===== src/rtl/instr_fetch_unit.sv =====
// RV32I fetch stage: owns the PC, hides the registered-ROM read latency and hands words to decode via valid/ready.
// Start-to-valid latency is 3 cycles; the IR holds until consumed. FETCH_ILLEGAL_CHECK_EN adds the o_illegal flag.
module instr_fetch_unit #(
  parameter logic [31:0] RESET_PC  = 32'h0000_0000,
  parameter int          ADDR_W    = 14,
  parameter logic [31:0] NOP_INSTR = 32'h0000_0013
) (
  input  logic              clk,
  input  logic              rst,
  input  logic              i_fetch_start,
  input  logic              i_pc_we,
  input  logic [31:0]       i_pc_next,
  output logic [ADDR_W-1:0] o_rom_addr,
  input  logic [31:0]       i_rom_data,
  output logic [31:0]       o_instr,
  output logic              o_instr_valid,
  input  logic              i_instr_ready,
  output logic [31:0]       o_pc,
  output logic [31:0]       o_pc_plus4,
  output logic              o_fetch_busy,
`ifdef FETCH_ILLEGAL_CHECK_EN
  output logic              o_illegal,
`endif
  output logic              o_fault
);

  typedef enum logic [1:0] {
    IDLE  = 2'd0,
    REQ   = 2'd1,
    CAPT  = 2'd2,
    VALID = 2'd3
  } state_t;

  state_t      state;
  logic [31:0] pc;

  assign o_rom_addr   = pc[ADDR_W-1:0];
  assign o_pc_plus4   = o_pc + 32'd4;
  assign o_fetch_busy = (state == REQ) || (state == CAPT);

  always_ff @(posedge clk) begin
    if (rst) begin
      state         <= IDLE;
      pc            <= RESET_PC;
      o_instr       <= NOP_INSTR;
      o_instr_valid <= 1'b0;
      o_pc          <= RESET_PC;
      o_fault       <= 1'b0;
    end else begin
      o_fault <= 1'b0;
      // Redirect wins over everything, including a same-cycle handshake or start.
      if (i_pc_we) begin
        pc            <= i_pc_next;
        o_instr_valid <= 1'b0;
        state         <= IDLE;
      end else begin
        case (state)
          IDLE: begin
            if (i_fetch_start) begin
              if (pc[1:0] == 2'b00) state <= REQ;
              else                  o_fault <= 1'b1;
            end
          end
          REQ: state <= CAPT;
          CAPT: begin
            o_instr       <= i_rom_data;
            o_pc          <= pc;
            o_instr_valid <= 1'b1;
            state         <= VALID;
          end
          VALID: begin
            if (i_instr_ready) begin
              pc            <= pc + 32'd4;
              o_instr_valid <= 1'b0;
              state         <= IDLE;
            end
          end
          default: state <= IDLE;
        endcase
      end
    end
  end

`ifdef FETCH_ILLEGAL_CHECK_EN
  // Zero is what the ROM returns past its contents; RV32I words always end in 2'b11.
  always_ff @(posedge clk) begin
    if (rst || i_pc_we) begin
      o_illegal <= 1'b0;
    end else if (state == CAPT) begin
      o_illegal <= (i_rom_data == 32'h0000_0000) || (i_rom_data[1:0] != 2'b11);
    end else if (state == VALID && i_instr_ready) begin
      o_illegal <= 1'b0;
    end
  end
`endif

endmodule


===== config.mk =====
export PLATFORM = sky130hd
export DESIGN_NAME = instr_fetch_unit
export DESIGN_NICKNAME = d
export VERILOG_FILES = /design/src/rtl/instr_fetch_unit.sv
export SDC_FILE = /design/constraint.sdc
export NUM_CORES = 1
export LEC_CHECK = 0
export CAP_MARGIN = 10
export CELL_PAD_IN_SITES_DETAIL_PLACEMENT = 0
export CELL_PAD_IN_SITES_GLOBAL_PLACEMENT = 2
export CORE_ASPECT_RATIO = 0.5
export CORE_MARGIN = 1
export CORE_UTILIZATION = 24
export DETAILED_ROUTE_END_ITERATION = 8
export GPL_TIMING_DRIVEN = 0
export PLACE_DENSITY_LB_ADDON = 0.15
export SLEW_MARGIN = 20
export SYNTH_ARGS = -nofsm -noshare
export SYNTH_HDL_FRONTEND = slang
export SYNTH_SLANG_ARGS = --single-unit

===== constraint.sdc =====
create_clock -name clk -period 2.7 [get_ports clk]
set_input_delay 0.675 -clock clk [delete_from_list [all_inputs] [get_ports clk]]
set_output_delay 0.675 -clock clk [all_outputs]
set_load 0.01 [all_outputs]

==> run_results.csv, run 1 <==
group,metric,value,unit
global_route,grt_util_all_layers,18.5,%
layout,layout-area-overhead-vs-synth,52.7,%
logic_synthesis,syn_nets,722,
logic_synthesis,synth.yosys.seq_area_share,40.0,%
die,die-width,206,µm
global_route,antenna_found_initial,0,
logic_synthesis,postSynthCellCount,647,
outcome,violated_checks,"negative setup slack",
layout,final_cell_area,7630,µm²
clock_tree,root_buffer,"sky130_fd_sc_hd__clkbuf_16",
sta,tightestPinTransition,1.01,ns
power,leakagePower,2.68,nW
logic_synthesis,fraction_of_registers_with_async_set_reset,0,%
die,boundaryPins,182,
sta,postLayoutSetupSlackWorst,-0.114,ns
power,ir_drop,0.276,mV
logic_synthesis,synth_area_per_cell,7.73,µm²
logic_synthesis,ys_warn_count,0,
logic_synthesis,synth_most_common_cell,"sky130_fd_sc_hd__nand2_1",
critical_path,required,2.03,ns
worst_hold_path,worst_hold_path_class,"reg2reg",
sta,skew,0.0129,ns
placement,dpl.cell_count,1094,
drt,vias,5344,
clock_tree,clkLatencyLatePin,0.36,ns
outcome,status,"complete, but fails checks",
critical_path,r2r_slack,0.30,ns
logic_synthesis,ys_types,45,
logic_synthesis,yosys.area.top_type,"sky130_fd_sc_hd__dfxtp_1",
sta,maxSlewHeadroom,32.2,%
die,die_y,104,µm
placement,gp_congestion,0.787,
global_route,wire_length_of_the_first_global_routing_pass,30300,µm
clock_tree,clock_tree.buffer_depth,2,
die,num_rows,36,
drt,postRouteWirelength,19800,µm
drt,final_antenna_net_count,0,
flow_run,drv_cap,0,
critical_path,arrival,2.14,ns
die,die-area,21400,µm²
critical_path,worst-path-max-fanout,5,
sta,timing.final.hold_violations,0,
drt,detailedRoute.firstIterationViolations,259,
placement,dpl_hpwl,15400,µm
drt,wl_per_cell,17.7,µm
logic_synthesis,number_of_synthesized_register_bits,100,
placement,placed_instance_area,7140,µm²
clock_tree,cts-hold-fix-buffers,0,
layout,fillCellCount,2122,
die,core_area,19900,µm²
critical_path,worst_setup_path_start_kind,"flip-flop",
sta,finalCritPeriodShare,104,%
placement,io_buffers,181,
global_route,overflow,0,
logic_synthesis,mappedNetlistArea,5000,µm²
power,power.total,3.48,mW
drt,drt_pass1_iterations,5,
sta,final_period_minus_worst_setup_slack,2.81,ns
clock_tree,count_of_clock_tree_sinks,100,
layout,final_layout_size_suffix_gt1_share,12.2,%
sta,rsz0062_at_grt,"yes",
layout,num-nets-final,925,
clock_tree,htree_num_levels,3,
logic_synthesis,post_synth_main_area_contributors,"sky130_fd_sc_hd__dfxtp_1, sky130_fd_sc_hd__nand2_1, sky130_fd_sc_hd__a21oi_1, sky130_fd_sc_hd__xnor2_1, sky130_fd_sc_hd__nand4_1",
layout,finalNonFillerCells,1121,
global_route,grt_max_degree,17,
sta,timing.final.setup_violations,1,
clock_tree,clk_pin_slew_worst_paths,0.08,ns
logic_synthesis,synth_enable_flop_cells,0,
sta,max_freq,355,MHz
placement,dp_slack,-0.790,ns
power,power_density,456,nW/µm²
logic_synthesis,synthDominantCellAreaShare,40.0,%
logic_synthesis,synth-main-ff-cell,"sky130_fd_sc_hd__dfxtp_1",
clock_tree,cts_buffers,9,
drt,drc,0,
sta,final_max_slew_viol_count,0,
critical_path,cp-end-kind,"output pin",
critical_path,path_class,"reg2out",
sta,timing.hold.ws,0.453,ns
logic_synthesis,netlist_top_cells_count,"sky130_fd_sc_hd__nand2_1, sky130_fd_sc_hd__dfxtp_1, sky130_fd_sc_hd__a21oi_1",
layout,n_antenna_cell,0,
die,start_util,25.1,%
drt,viasPerCell,4.77,
clock_tree,cts_tree,"done",
global_route,via_count_of_the_first_global_routing_pass,5135,
## per-layer routing
layer  GRT usage (%)  up-vias  wire length (µm)
li1                -     2655                 -
met1            27.8     2543             10500
met2            26.4      132              8020
met3            4.89       14              1200
met4            2.99        0               134
met5               0        -                 0
## cell type report
class / instances / area [µm²] / area share (%)
multi-input combinational: 481 / 2750 / 36.0
timing repair buffer: 192 / 1840 / 24.0
sequential: 100 / 2050 / 26.9
buffer: 54 / 269 / 3.52
clock inverter: 6 / 111 / 1.46
tap: 266 / 333 / 4.36
inverter: 12 / 45.0 / 0.590
clock buffer: 10 / 239 / 3.13
## cells by family after synthesis
group | Yosys count | synth area share [%]
buffers and inverters | 66 | 6.28
DFF | 100 | 40.0
xor gates and xnor gates | 42 | 7.36
adders and majority gates | 6 | 1.50
muxes | 3 | 0.601
and+or+nand+nor | 319 | 30.5
AOI/OAI and AO/OA | 111 | 13.7
## sequential cells by signal (all words and copies together), names as in the netlist
register       flops
o_fault            1
state              2
o_instr           32
o_pc              32
pc                32
o_instr_valid      1
## final timing paths
path                    endpoint  cells past startpoint         from
setup / recovery  o_pc_plus4[24]                      5     o_pc[13]
hold / removal       o_instr[10]                      2  o_instr[10]
setup reg to reg          pc[18]                      5        pc[2]
hold reg to reg      o_instr[10]                      2  o_instr[10]
## worst max-delay path, stage by stage (launching register included)
cell and delay [ns]:
sky130_fd_sc_hd__dfxtp_2 0.39, sky130_fd_sc_hd__and4_1 0.25, sky130_fd_sc_hd__nand3_2 0.15, sky130_fd_sc_hd__nor4_2 0.26, sky130_fd_sc_hd__xor2_1 0.16, sky130_fd_sc_hd__clkdlybuf4s50_1 0.56
## what timing repair did
| action | 4_1_cts | 5_1_grt |
|---|---|---|
| gates resized for setup | 51 | 53 |
| buffers inserted | 7 | 4 |
| setup endpoints to repair | 26 | 19 |
| pin swaps | 6 | 4 |
## power by group
group          switching [mW]  internal [mW]  total [mW]
clock network           0.624          0.933        1.56
logic                   0.159          0.197       0.357
registers              0.0607           1.50        1.56
## stage by stage
stage / TNS (ns) / util, %
2_1_floorplan: 0 / -
3_3_place_gp: -11.67 / 35.9
3_5_place_dp: -11.92 / 35.9
4_1_cts: -0.516 / 38.2
5_1_grt: -0.618 / 38.3
6_report: -0.114 / 38.3
## layout by cell type, fill, tap and decap left out, types with 5 or more instances in the layout
cell,n
sky130_fd_sc_hd__a211oi_1,15
sky130_fd_sc_hd__a21oi_1,69
sky130_fd_sc_hd__a311oi_1,5
sky130_fd_sc_hd__and3_1,9
sky130_fd_sc_hd__and4_1,7
sky130_fd_sc_hd__buf_1,7
sky130_fd_sc_hd__buf_2,6
sky130_fd_sc_hd__buf_4,24
sky130_fd_sc_hd__clkbuf_1,26
sky130_fd_sc_hd__clkbuf_16,9
sky130_fd_sc_hd__clkbuf_2,13
sky130_fd_sc_hd__clkdlybuf4s50_1,159
sky130_fd_sc_hd__dfxtp_1,78
sky130_fd_sc_hd__dfxtp_2,12
sky130_fd_sc_hd__dfxtp_4,10
sky130_fd_sc_hd__ha_1,5
sky130_fd_sc_hd__inv_1,12
sky130_fd_sc_hd__nand2_1,160
sky130_fd_sc_hd__nand3_1,19
sky130_fd_sc_hd__nand4_1,26
sky130_fd_sc_hd__nor2_1,39
sky130_fd_sc_hd__nor3_1,9
sky130_fd_sc_hd__nor4_1,14
sky130_fd_sc_hd__xnor2_1,29
sky130_fd_sc_hd__xor2_1,13
(Power assumes the default switching activity.)
==> run 2, diff against run 1 <==
- TNS_END_PERCENT: default -> 10
==> run 2 against run 1 <==
The flow still finishes with violations (negative setup slack). Core utilization about the same. Wire length down 0.28%. Clock skew up 0.0011 ns. Clock-buffer cell count unchanged. Power up 0.16%. Via count down 1.4%. Combinational power about the same. Cell count down 0.45%. Sequential share of layout area down 0.17 points. First-iteration DRC count up 7.7%. Die area unchanged. Largest cell class unchanged.
==> run_results.csv, run 2 (synthesis results as in run 1) <==
group,metric,value,unit
critical_path,worst_path_max_delay_cell,"sky130_fd_sc_hd__clkdlybuf4s50_1",
power,power_density,457,nW/µm²
drt,vias,5267,
worst_hold_path,worst_hold_path_class,"reg2reg",
layout,fillCellCount,2115,
placement,dp_slack,-0.790,ns
drt,drt_pass1_iterations,4,
drt,viasPerCell,4.72,
drt,final_antenna_net_count,0,
clock_tree,cts_tree,"done",
global_route,overflow,0,
sta,maxSlewHeadroom,30.8,%
critical_path,path_class,"reg2out",
sta,finalCritPeriodShare,105,%
global_route,grt_util_all_layers,18.5,%
die,num_rows,36,
placement,dpl_hpwl,15400,µm
drt,drc,0,
die,die-width,206,µm
layout,layout-area-overhead-vs-synth,52.5,%
global_route,wire_length_of_the_first_global_routing_pass,30300,µm
critical_path,arrival,2.16,ns
critical_path,timing.critical_path.slowest_cell_delay,0.56,ns
layout,multiInputGateArea,2750,µm²
power,switching_share,24.3,%
drt,detailedRoute.firstIterationViolations,279,
drt,postRouteWirelength,19800,µm
clock_tree,cts_buffers,9,
layout,largestRegisters,"o_instr (32), o_pc (32), pc (32)",
clock_tree,cts-hold-fix-buffers,0,
clock_tree,htree_num_levels,3,
sta,final_max_slew_viol_count,0,
sta,postLayoutSetupSlackWorst,-0.134,ns
critical_path,cp-end-kind,"output pin",
clock_tree,root_buffer,"sky130_fd_sc_hd__clkbuf_16",
die,start_util,25.1,%
sta,timing.final.setup_violations,2,
critical_path,required,2.03,ns
sta,skew,0.0139,ns
die,die_y,104,µm
layout,n_antenna_cell,0,
clock_tree,clkLatencyLatePin,0.37,ns
global_route,grt_max_degree,17,
placement,gp_congestion,0.787,
critical_path,worst-path-max-fanout,6,
sta,max_freq,353,MHz
power,leakagePower,2.67,nW
clock_tree,count_of_clock_tree_sinks,100,
layout,layout.area.seq,2040,µm²
power,internal_power,2.64,mW
sta,rsz0062_at_grt,"yes",
critical_path,crit_path_cell_trace,"and4_1 > nand3_2 > nor4_2 > xor2_1 > clkdlybuf4s50_1",
global_route,via_count_of_the_first_global_routing_pass,5135,
layout,final_cell_mix,"sky130_fd_sc_hd__nand2_1, sky130_fd_sc_hd__clkdlybuf4s50_1, sky130_fd_sc_hd__dfxtp_1",
layout,final_layout_size_suffix_gt1_share,9.65,%
clock_tree,clock_tree.buffer_depth,2,
die,die-area,21400,µm²
sta,final_period_minus_worst_setup_slack,2.83,ns
power,share_seq_of_total_power,45.0,%
die,core_area,19900,µm²
flow_run,drv_cap,0,
outcome,violated_checks,"negative setup slack",
power,switching_power,847,µW
critical_path,worst_setup_path_start_kind,"flip-flop",
drt,wl_per_cell,17.7,µm
placement,io_buffers,181,
outcome,status,"complete, but fails checks",
die,boundaryPins,182,
power,combPwrFrac,10.2,%
power,power.share.clock,44.8,%
sta,tightestPinTransition,1.03,ns
layout,num-nets-final,920,
sta,timing.final.hold_violations,0,
clock_tree,clk_pin_slew_worst_paths,0.08,ns
power,ir_drop,0.278,mV
global_route,antenna_found_initial,0,
layout,mostFrequentLayoutCell,"sky130_fd_sc_hd__nand2_1",
layout,finalCoreUtilization,38.3,%
run 2: cell count changes in the layout (fill, tap and decap cells not counted):
cell	delta
sky130_fd_sc_hd__clkbuf_2	-10
sky130_fd_sc_hd__dfxtp_1	+6
sky130_fd_sc_hd__dlygate4sd2_1	+6
sky130_fd_sc_hd__clkdlybuf4s15_1	+5
sky130_fd_sc_hd__buf_4	-4
sky130_fd_sc_hd__dfxtp_2	-3
sky130_fd_sc_hd__dfxtp_4	-3
sky130_fd_sc_hd__buf_2	-1
sky130_fd_sc_hd__buf_6	-1
run 2: worst max-delay path: cells and delay by family, from the launching register on:
family	cells	cell delay, ns
AND/OR/NAND/NOR	3	0.68
buffers and inverters	1	0.56
flip-flops	1	0.40
XOR/XNOR	1	0.16
run 2: repair_timing:
item | in CTS | in global routing
setup buffers | 6 | 0
setup endpoints to repair | 26 | 19
pin swaps | 6 | 1
resized for setup | 52 | 21
cloned | 0 | 0
run 2: path summary, 6_finish.rpt:
path | startpoint | endpoint | slack, ns | depth (start not counted)
setup / recovery | o_pc[12] | o_pc_plus4[24] | -0.13 | 5
setup reg to reg | pc[2] | pc[18] | 0.29 | 5
hold / removal | o_instr[10] | o_instr[10] | 0.45 | 2
hold reg to reg | o_instr[10] | o_instr[10] | 0.45 | 2
run 2: power groups by stage:
stage / clock network, mW / registers (mW) / logic, mW
after floorplan: 0 / 1.59 / 0.157
after global placement: 0 / 1.61 / 0.359
after detailed placement: 0 / 1.61 / 0.359
after CTS: 1.59 / 1.57 / 0.361
after global routing: 1.66 / 1.58 / 0.388
final: 1.56 / 1.57 / 0.357
run 2: per-stage QoR:
step	setup TNS (ns)	instances	hold WS, ns	cell area (µm²)	power [mW]
finish	-0.138	1116	0.453	7630	3.48
CTS	-0.516	1116	0.458	7600	3.52
floorplan	0	647	0.446	5000	1.74
global placement	-11.67	1094	0.441	7140	1.97
detailed placement	-11.92	1094	0.448	7140	1.97
global route	-1.42	1116	0.471	7630	3.62
run 2: layout make-up:
type	instances	area share [%]
Multi-Input combinational cell	481	36.0
Sequential cell	100	26.7
Timing Repair Buffer	187	24.2
Tap cell	266	4.36
Buffer	54	3.53
Clock buffer	10	3.13
Clock inverter	6	1.46
Inverter	12	0.591
run 2: layer usage:
metal / up-vias / wire, µm / track usage (%)
li1: 2647 / - / -
met1: 2485 / 10600 / 27.8
met2: 121 / 7930 / 26.4
met3: 14 / 1130 / 4.89
met4: 0 / 133 / 2.99
met5: - / 0 / 0
==> run 3, diff against run 2 <==
- MAX_ROUTING_LAYER: default -> met4
- SETUP_SLACK_MARGIN: default -> 0.02
- SLEW_MARGIN: 20 -> 0
==> run 3 against run 2 <==
The flow now finishes without violations. Flip-flop and latch count unchanged. First-iteration DRC count down 5.4%. Cell count up 0.45%. Global-route usage up 0.56 points. Power down 0.20%. Via count up 0.97%. Clock power about the same. Sequential power about the same. Core utilization up 0.16 points. Clock-buffer cell count unchanged. Register-to-register slack about the same. Critical endpoint is now o_pc_plus4[30]. Largest power group unchanged.
==> run_results.csv, run 3 (synthesis results as in run 1) <==
group,metric,value,unit
layout,finalNonFillerCells,1121,
power,internal_power,2.63,mW
layout,multiInputGateArea,2760,µm²
drt,vias,5318,
critical_path,required,2.03,ns
global_route,grt_util_all_layers,19.1,%
drt,drc,0,
layout,mostFrequentLayoutCell,"sky130_fd_sc_hd__nand2_1",
placement,dpl_hpwl,15400,µm
critical_path,worst-path-max-fanout,7,
layout,largestRegisters,"o_instr (32), o_pc (32), pc (32)",
drt,postRouteWirelength,19800,µm
global_route,antenna_found_initial,0,
clock_tree,cts_tree,"done",
drt,wl_per_cell,17.7,µm
die,start_util,25.1,%
layout,fillCellCount,2123,
sta,final_period_minus_worst_setup_slack,2.62,ns
layout,num-nets-final,925,
placement,dpl.cell_count,1094,
sta,rsz0062_at_grt,"yes",
drt,drt_pass1_iterations,5,
power,power.total,3.48,mW
drt,final_antenna_net_count,0,
die,die-width,206,µm
die,core_area,19900,µm²
critical_path,arrival,1.94,ns
placement,io_buffers,181,
sta,postLayoutSetupSlackWorst,0.0829,ns
power,switching_share,24.3,%
layout,final_cell_mix,"sky130_fd_sc_hd__nand2_1, sky130_fd_sc_hd__clkdlybuf4s50_1, sky130_fd_sc_hd__dfxtp_1",
global_route,wire_length_of_the_first_global_routing_pass,30300,µm
clock_tree,clk_pin_slew_worst_paths,0.08,ns
drt,detailedRoute.firstIterationViolations,264,
sta,final_max_slew_viol_count,0,
sta,maxSlewHeadroom,32.1,%
sta,skew,0.0131,ns
placement,dp_slack,-0.790,ns
flow_run,drv_cap,0,
die,die-area,21400,µm²
die,die_y,104,µm
global_route,grt_max_degree,17,
power,power_density,454,nW/µm²
power,leakagePower,2.67,nW
power,switching_power,844,µW
layout,final_layout_size_suffix_gt1_share,12.5,%
sta,tightestPinTransition,1.01,ns
clock_tree,clock_tree.buffer_depth,2,
layout,n_antenna_cell,0,
sta,timing.final.hold_violations,0,
drt,viasPerCell,4.74,
power,share_seq_of_total_power,45.0,%
critical_path,path_class,"reg2out",
die,num_rows,36,
global_route,via_count_of_the_first_global_routing_pass,5150,
clock_tree,cts-hold-fix-buffers,0,
worst_hold_path,worst_hold_path_class,"reg2reg",
clock_tree,count_of_clock_tree_sinks,100,
die,boundaryPins,182,
clock_tree,htree_num_levels,3,
power,ir_drop,0.275,mV
sta,timing.hold.ws,0.454,ns
outcome,status,"finished clean",
global_route,overflow,0,
sta,timing.final.setup_violations,0,
power,combPwrFrac,10.3,%
sta,finalCritPeriodShare,96.9,%
sta,setup_total_negative_slack,0,ns
critical_path,worst_setup_path_start_kind,"flip-flop",
clock_tree,cts_buffers,9,
clock_tree,root_buffer,"sky130_fd_sc_hd__clkbuf_16",
power,power.share.clock,44.8,%
clock_tree,clkLatencyLatePin,0.36,ns
layout,layout-area-overhead-vs-synth,53.2,%
layout,layout.area.seq,2060,µm²
sta,max_freq,382,MHz
critical_path,cp-end-kind,"output pin",
placement,gp_congestion,0.798,
run 3: area by class of cell:
cell class                 count  area share [%]
multi-input combinational    481            36.1
sequential                   100            26.9
timing repair buffer         192            24.0
clock inverter                 6            1.45
tap                          266            4.35
inverter                      12           0.588
buffer                        54            3.51
clock buffer                  10            3.12
run 3: path summary, 6_finish.rpt:
check                         to  cells past startpoint  slack (ns)   startpoint
setup / recovery  o_pc_plus4[30]                      6        0.08      o_pc[8]
hold / removal       o_instr[10]                      2        0.45  o_instr[10]
setup reg to reg          pc[18]                      5        0.29        pc[2]
hold reg to reg      o_instr[10]                      2        0.45  o_instr[10]
run 3: repair_timing:
action                     in CTS  in global routing
setup buffers                   7                  4
pin swaps                       7                  6
setup endpoints to repair      28                 23
resized for setup              75                 40
run 3: power by group through the flow:
stage | Sequential, mW | Combinational (mW) | Clock, mW
floorplan | 1.59 | 0.157 | 0
global placement | 1.61 | 0.359 | 0
detailed placement | 1.61 | 0.359 | 0
CTS | 1.56 | 0.361 | 1.59
global route | 1.57 | 0.388 | 1.66
finish | 1.56 | 0.357 | 1.56
run 3: metrics by stage:
step | area [µm²] | utilization, %
after floorplan | 5000 | -
after global placement | 7140 | 35.9
after global routing | 7660 | 38.5
final | 7660 | 38.5
after CTS | 7650 | 38.4
after detailed placement | 7140 | 35.9
run 3: worst max-delay path, stage by stage, from the launching register on:
cell,delay (ns)
sky130_fd_sc_hd__dfxtp_2,0.42
sky130_fd_sc_hd__nand2_1,0.16
sky130_fd_sc_hd__nor4_4,0.27
sky130_fd_sc_hd__buf_4,0.18
sky130_fd_sc_hd__nand4_1,0.12
sky130_fd_sc_hd__xnor2_1,0.16
sky130_fd_sc_hd__clkdlybuf4s15_1,0.26
run 3: routing by layer:
layer | vias to the layer above | track usage, % | part of all wire, %
met4 | 0 | 2.99 | 0.65
met3 | 12 | 4.86 | 6.6
met5 | - | - | 0
li1 | 2669 | - | -
met1 | 2490 | 27.9 | 52
met2 | 147 | 26.3 | 41
